File: src/rtl/crossing_scheduler.sv
// crossing_scheduler: arbitrates cat/dog/mouse/canoe requests, animates the crossing on tick_4Hz and scores the game.
// Optional MOVE_LIMIT_EN adds a MAX_MOVES loss condition.
module crossing_scheduler #(
  parameter int STEPS = 16,
  parameter int PASS_SHIFT = 2
`ifdef MOVE_LIMIT_EN
  , parameter int MAX_MOVES = 17
`endif
) (
  input  logic       clk_1kHz,
  input  logic       rst_n,
  input  logic       tick_4Hz,
  input  logic       sw6,
  input  logic [3:0] req,
  input  logic       clr,
  output logic       cat_position,
  output logic       dog_position,
  output logic       mouse_position,
  output logic       canoe_position,
  output logic [2:0] passenger,
  output logic [1:0] pass_col,
  output logic [3:0] cnt_canoe,
  output logic [3:0] ones,
  output logic [3:0] tens,
  output logic [1:0] gameState,
  output logic       reject
);
  localparam logic [3:0] LAST = 4'(STEPS - 1);
`ifdef MOVE_LIMIT_EN
  localparam logic [7:0] LIMIT = {4'(MAX_MOVES / 10), 4'(MAX_MOVES % 10)};
`endif
  typedef enum logic [2:0] {IDLE, CROSS, CHECK, WIN, LOSE} state_t;
  state_t state;
  logic [3:0] step, step_nx, cnt_nx, ones_nx, tens_nx;
  logic dir, pick_ok, win_c, lose_c;
  logic [2:0] pick;
  always_comb begin
    step_nx = step + 4'd1;
    cnt_nx = dir ? step_nx : LAST - step_nx;
    pick = req[3] ? 3'b100 : req[2] ? 3'b010 : req[1] ? 3'b001 : 3'b000;
    pick_ok = req[3] ? cat_position == canoe_position :
              req[2] ? dog_position == canoe_position :
              req[1] ? mouse_position == canoe_position : 1'b1;
    ones_nx = ones == 4'd9 ? 4'd0 : ones + 4'd1;
    tens_nx = ones != 4'd9 ? tens : tens == 4'd9 ? 4'd0 : tens + 4'd1;
    win_c = cat_position & dog_position & mouse_position;
    lose_c = cat_position != canoe_position &&
             (cat_position == dog_position || cat_position == mouse_position);
`ifdef MOVE_LIMIT_EN
    lose_c = lose_c || {tens, ones} == LIMIT;
`endif
  end
  always_ff @(posedge clk_1kHz or negedge rst_n) begin
    if (!rst_n) begin
      state <= IDLE;
      step <= '0;
      dir <= 1'b0;
      cat_position <= 1'b0;
      dog_position <= 1'b0;
      mouse_position <= 1'b0;
      canoe_position <= 1'b0;
      passenger <= '0;
      pass_col <= '0;
      cnt_canoe <= '0;
      ones <= '0;
      tens <= '0;
      gameState <= 2'd2;
      reject <= 1'b0;
    end else begin
      reject <= 1'b0;
      case (state)
        IDLE, WIN, LOSE: begin
          if (sw6 && clr) begin
            state <= IDLE;
            step <= '0;
            dir <= 1'b0;
            cat_position <= 1'b0;
            dog_position <= 1'b0;
            mouse_position <= 1'b0;
            canoe_position <= 1'b0;
            passenger <= '0;
            pass_col <= '0;
            cnt_canoe <= '0;
            ones <= '0;
            tens <= '0;
            gameState <= 2'd2;
          end else if (state == IDLE && sw6 && |req) begin
            if (pick_ok) begin
              passenger <= pick;
              dir <= ~canoe_position;
              step <= '0;
              state <= CROSS;
              gameState <= 2'd3;
            end else
              reject <= 1'b1;
          end
        end
        CROSS: if (tick_4Hz) begin
          step <= step_nx;
          // last tick lands the canoe: bar and column hold at the bank they reached
          if (step == LAST) begin
            canoe_position <= ~canoe_position;
            cat_position <= cat_position ^ passenger[2];
            dog_position <= dog_position ^ passenger[1];
            mouse_position <= mouse_position ^ passenger[0];
            passenger <= '0;
            ones <= ones_nx;
            tens <= tens_nx;
            state <= CHECK;
          end else begin
            cnt_canoe <= cnt_nx;
            if (|passenger) pass_col <= 2'(cnt_nx >> PASS_SHIFT);
          end
        end
        CHECK: begin
          state <= win_c ? WIN : lose_c ? LOSE : IDLE;
          gameState <= win_c ? 2'd1 : lose_c ? 2'd0 : 2'd2;
        end
        default: state <= IDLE;
      endcase
    end
  end
endmodule

File: config.mk
export PLATFORM = sky130hd
export DESIGN_NAME = crossing_scheduler
export DESIGN_NICKNAME = d
export VERILOG_FILES = /design/src/rtl/crossing_scheduler.sv
export SDC_FILE = /design/constraint.sdc
export NUM_CORES = 1
export LEC_CHECK = 0
export CORE_MARGIN = 2
export CORE_UTILIZATION = 57
export DETAILED_ROUTE_END_ITERATION = 12
export PLACE_DENSITY_LB_ADDON = 0.25
export SYNTH_ARGS = -nofsm -noshare
export SYNTH_HDL_FRONTEND = slang
export SYNTH_SLANG_ARGS = --single-unit
File: constraint.sdc
create_clock -name clk_1kHz -period 2.8 [get_ports clk_1kHz]
set_clock_uncertainty 0.15 [all_clocks]
set_input_delay 0.42 -clock clk_1kHz [delete_from_list [all_inputs] [get_ports clk_1kHz]]
set_output_delay 0.42 -clock clk_1kHz [all_outputs]
set_load 0.02 [all_outputs]
==> results of run 1 <==
-- state kept, by name (all words and copies together) (netlist names) --
signal          cells
reject              1
dog_position        1
canoe_position      1
dir                 1
pass_col            2
cnt_canoe           4
tens                4
ones                4
state               3
cat_position        1
step                4
passenger           3
mouse_position      1
gameState           2
-- routing by layer --
| metal | up-vias | wire length [um] | GRT usage (%) |
|---|---|---|---|
| li1 | 816 | - | - |
| met1 | 794 | 2010 | 35.0 |
| met2 | 68 | 1910 | 34.0 |
| met3 | 10 | 315 | 4.32 |
| met4 | 0 | 81 | 9.44 |
| met5 | - | 0 | 0 |
-- cells in the mapped netlist (2+ instances only) --
master | number | area, um2
dfrtp_1 | 31 | 776
nand2_1 | 26 | 97.6
o21ai_0 | 14 | 70.1
o21ai_1 | 13 | 65.1
a21oi_1 | 10 | 50.1
nand3_1 | 10 | 50.1
nor2_1 | 9 | 33.8
nand2b_1 | 7 | 43.8
ha_1 | 6 | 75.1
clkbuf_1 | 5 | 18.8
xnor2_1 | 5 | 43.8
a22o_1 | 4 | 35.0
inv_1 | 4 | 15.0
nand3b_1 | 4 | 30.0
nor3b_1 | 4 | 30.0
buf_6 | 3 | 33.8
o31ai_1 | 3 | 22.5
or2_1 | 3 | 18.8
a32o_1 | 2 | 20.0
and2b_1 | 2 | 15.0
and3_1 | 2 | 12.5
buf_2 | 2 | 10.0
mux2_2 | 2 | 22.5
mux2i_1 | 2 | 20.0
o2bb2ai_1 | 2 | 17.5
xor2_1 | 2 | 17.5
-- how the worst max path moves through the flow --
stage	startpoint	to	slack (ps)	cells past startpoint
finish	mouse_position	mouse_position	660	1
global route	mouse_position	mouse_position	590	1
CTS	mouse_position	mouse_position	650	1
detailed placement	req[2]	passenger[1]	410	6
global placement	req[2]	passenger[1]	430	6
floorplan	mouse_position	passenger[0]	850	5
-- power by group through the flow --
stage / Sequential, W / Clock (W) / Combinational, W
2_1_floorplan: 0.000806 / 0 / 0.000556
3_3_place_gp: 0.000761 / 0 / 0.000885
3_5_place_dp: 0.000762 / 0 / 0.000895
4_1_cts: 0.000753 / 0.000346 / 0.000901
5_1_grt: 0.000779 / 0.000371 / 0.000981
6_report: 0.000754 / 0.000343 / 0.000899
-- stage by stage --
| stage | hold slack [ps] | total power (W) | cell area, um2 | std cells | utilization, % |
|---|---|---|---|---|---|
| final | 322 | 0.00200 | 2360 | 284 | 71.4 |
| after global placement | 315 | 0.00165 | 2290 | 276 | 69.1 |
| after CTS | 333 | 0.00200 | 2360 | 284 | 71.4 |
| after floorplan | -25.6 | 0.00136 | 1960 | 206 | - |
| after detailed placement | 327 | 0.00166 | 2290 | 276 | 69.1 |
| after global routing | 352 | 0.00213 | 2360 | 284 | 71.4 |
-- cells by family (layout without fill, tap and decap cells) --
| family | Yosys count | in the layout | synth area share [%] |
|---|---|---|---|
| adders and majority gates | 6 | 6 | 3.83 |
| xor gates and xnor gates | 7 | 7 | 3.13 |
| and+or+nand+nor | 79 | 79 | 22.8 |
| buffers and inverters | 14 | 46 | 3.96 |
| DFF | 32 | 32 | 41.0 |
| AOI/OAI and AO/OA | 64 | 64 | 23.1 |
| muxes | 4 | 4 | 2.17 |
-- worst reg2reg max path: stages (launching register included) --
cell and delay [ps]:
dfrtp_1 600, and4bb_1 540, a221o_2 220, nand2_2 100, or2_1 260, o21ai_1 140
-- final cells by class --
cell class | instances | area, um2
inverters | 4 | 15.0
clock buffers | 6 | 41.3
repair buffers | 34 | 335
clock inverters | 2 | 35.0
fillers | 271 | 946
multi-input cells | 160 | 1080
well taps | 46 | 57.6
flip-flops and latches | 32 | 802
==> impl_metrics.toml, run 1 <==
[routing]
drtPass1Iterations = 5
drt-initial-drc-count = 110
vias = 1688
wl_um = 4310
postRouteAntennaNets = 0
detail_route.wl_per_cell_um = 15.2
viasPerCell = 5.94
drc = 0

[layout]
diodes = 0
final_common_cell = "clkdlybuf4s50_1"
drive_gt1_share_pct = 10.1
final_nets = 252
area_growth_pct = 20.8
final_cell_mix = "clkdlybuf4s50_1, dfrtp_1, nand2_1, o21ai_0, o21ai_1"

[synthesis]
synthCells = 206
syn-cell-area_um2 = 1960
synth_seq_area_share_pct = 41.0
avgSynthCellArea_um2 = 9.51
ys.flop_type = "dfrtp_1"
yosysWarnings = 0
ys_ff_latch = 32
synth_edf_count = 0
syn-num-nets = 221
synthArstFlopShare_pct = 100
synth_cell_type_count = 55

[power]
switchingPower_w = 0.000786
swShare_pct = 39.4
irDropWorstVdd_uv = 482
power.density_nw_per_um2 = 844
clock_power_share_pct = 17.2
p_int_w = 0.00121
p_comb_share_pct = 45.0
seq_power_share_pct = 37.8
p_leak_nw = 0.985

[floorplan]
pin_count = 33
start_util_pct = 59.1
die_x_um = 62.6
die-area_um2 = 3920
row_count = 21
coreArea_um2 = 3310
die_h_um = 62.6

[sta]
period_needed_ps = 2140
timing.final.ws_setup_ps = 662
worst_pin_slew_ps = 592
hold_viol_final = 0
fmax_mhz = 468
slew_headroom_pct = 60.6
rsz0062_at_grt = "false"
fin_crit_sh_pct = 76.4
finalSetupViolCount = 0
final.setup.tns_ps = 0
drv_slew = 0

[cts]
cts_hold_buf = 0
cts.sinks = 32
htreeDepth = 2
cts_buffers = 5
cts_root_buf = "clkbuf_4"
cts_resized = 0
cts_tree = "built"
cts_buffer_depth = 2
cts_setup_buffers = 0
cts.clk_slew.worst_paths_ps = 100
clock_latency_ps = 340

[place]
hpwl_um = 3110
portBuffers = 32
dp_slack_ps = 413
gp_congestion = 0.904

[setup_path]
crit_path_end_kind = "primary output"
cp_max_fo = 11
arrival_ps = 1570
rr_worst_depth = 5
reg2reg_to = "tens[2]"
worstReg2RegStart = "state[1]"
path_buf_inv = 1
cp_slowest_cell = "clkdlybuf4s50_1"
r2r_slack_ps = 740
critical_path_class = "reg -> out"
path_cells = "clkdlybuf4s50_1"
cp_top_family = "buffers and inverters"
start_kind = "register"
required_ps = 2230
max_stage_delay_ps = 680

[global_routing]
grt_pass1_vias = 1553
globalRouteOverflowTotal = 0
grt_max_degree = 33
grt_first_pass_wirelength_um = 7380
track_usage_pct = 23.6
antenna_found_initial = 0

[run_status]
status = "finished clean"

[flow_run]
maxCapViolations = 0

[min_path]
min_path_type = "in -> async"
Power figures use the tool's default switching activity.
==> inputs of run 2 (changes only) <==
- CORE_UTILIZATION: 57 -> 53
- clock period: 2.8 -> 2 ns (I/O delays scaled with it)
==> impl_metrics.toml, run 2 (synthesis results as in run 1) <==
[sta]
rsz0062_at_grt = "true"
hold_viol_final = 0
period_needed_ps = 1920
drv_slew = 0
finalSetupViolCount = 0
worst_pin_slew_ps = 462
fmax_mhz = 521
fin_crit_sh_pct = 96.0
hold_slack_ps = 271
slew_headroom_pct = 69.1

[routing]
vias = 1798
dr_wl_met3_um = 320
detail_route.wl_per_cell_um = 14.8
drt-initial-drc-count = 113
drt-met1-wl_um = 2180
drc = 0
maxUsedRoutingLayer = "met4"
drtPass1Iterations = 4
wl_um = 4590
wl_met2_um = 2040
viasPerCell = 5.78
postRouteAntennaNets = 0

[place]
portBuffers = 32
gp_congestion = 0.843
hpwl_um = 3440

[setup_path]
start_kind = "register"
rr_worst_depth = 5
reg2reg_to = "tens[2]"
crit_path_end_kind = "register"
arrival_ps = 1980
critical_path_class = "reg -> reg"
r2r_slack_ps = 80
cp_max_fo = 7
required_ps = 2060
worstReg2RegStart = "state[2]"

[cts]
clock_latency_ps = 290
cts_root_buf = "clkbuf_8"
cts_hold_buf = 0
cts_buffers = 5
cts_buffer_depth = 2
htreeDepth = 2
cts.clk_slew.worst_paths_ps = 70
cts_tree = "built"
cts.sinks = 32

[floorplan]
pin_count = 33
die-area_um2 = 4200
die_h_um = 64.8
coreArea_um2 = 3610
row_count = 22
die_x_um = 64.8
start_util_pct = 54.3

[layout]
final_nets = 277
drive_gt1_share_pct = 19.4
fill_cells = 276
diodes = 0
final_cell_mix = "clkdlybuf4s50_1, dfrtp_1, buf_4, nand2_1, o21ai_1"
area_growth_pct = 33.2
multiInputGateArea_um2 = 1080
utilization_pct = 72.3
final_common_cell = "clkdlybuf4s50_1"
seq_area_um2 = 802

[flow_run]
maxCapViolations = 0

[min_path]
min_path_type = "in -> async"

[global_routing]
grt_first_pass_wirelength_um = 7800
grt_max_degree = 33
grt_pass1_vias = 1638
globalRouteOverflowTotal = 0
track_usage_pct = 24.3
antenna_found_initial = 0

[power]
p_leak_nw = 1.13
totalPowerFinal_w = 0.00311
irDropWorstVdd_uv = 816
power.density_nw_per_um2 = 1190

[run_status]
status = "finished clean"
==> run 2: cell type report <==
cell class	instances	share of cell area [%]
clock buffers	7	3.69
clock inverters	1	1.15
inverters	4	0.576
multi-input cells	160	41.5
flip-flops and latches	32	30.8
well taps	48	2.30
repair buffers	59	20.1
==> run 2: routing by layer <==
metal  vias to the layer above  track usage (%)
li1                        866                -
met1                       866             34.7
met2                        60             36.5
met3                         6             5.56
met4                         0             7.98
met5                         -                0
==> run 2: worst max-delay path: stages, from the launching register on <==
cell,delay (ps)
dfrtp_1,460
buf_4,190
nor3b_1,400
o21ai_1,220
or2_1,270
o21ai_1,140
==> run 2: power breakdown <==
group / switching, W / total, W / internal [W] / leakage, nW
logic: 0.000702 / 0.00139 / 0.000689 / 0.648
registers: 0.000208 / 0.00104 / 0.000828 / 0.419
clock network: 0.000246 / 0.000685 / 0.000439 / 0.0645
total: 0.00116 / 0.00311 / 0.00196 / 1.13
==> run 2: per-stage QoR <==
stage	worst slack (ps)	TNS, ps	instances	instance area (um2)
after floorplan	45.4	0	206	1960
after global placement	-184	-1750	303	2480
after detailed placement	-202	-2360	303	2480
after CTS	73.8	0	311	2610
after global routing	-10.8	-21.5	311	2610
final	80.1	0	311	2610
==> run 2: worst max path at each step <==
stage | start | to | slack [ps]
floorplan | mouse_position | passenger[0] | 50
global placement | req[2] | passenger[1] | -180
detailed placement | req[3] | passenger[2] | -200
CTS | state[2] | tens[2] | 70
global route | req[1] | passenger[2] | -10
finish | state[2] | tens[2] | 80
==> run 2: repair_timing <==
item                       in CTS  in global routing
buffers inserted                0                  0
setup endpoints to repair       0                  7
gates resized for setup         0                  2
hold endpoints to repair        0                  0
==> inputs of run 3 (changes only) <==
- ABC_CLOCK_PERIOD_IN_PS: default -> 2000
==> results of run 3 <==
Same layout as run 2: the final DEF is identical, and so are final timing and power.
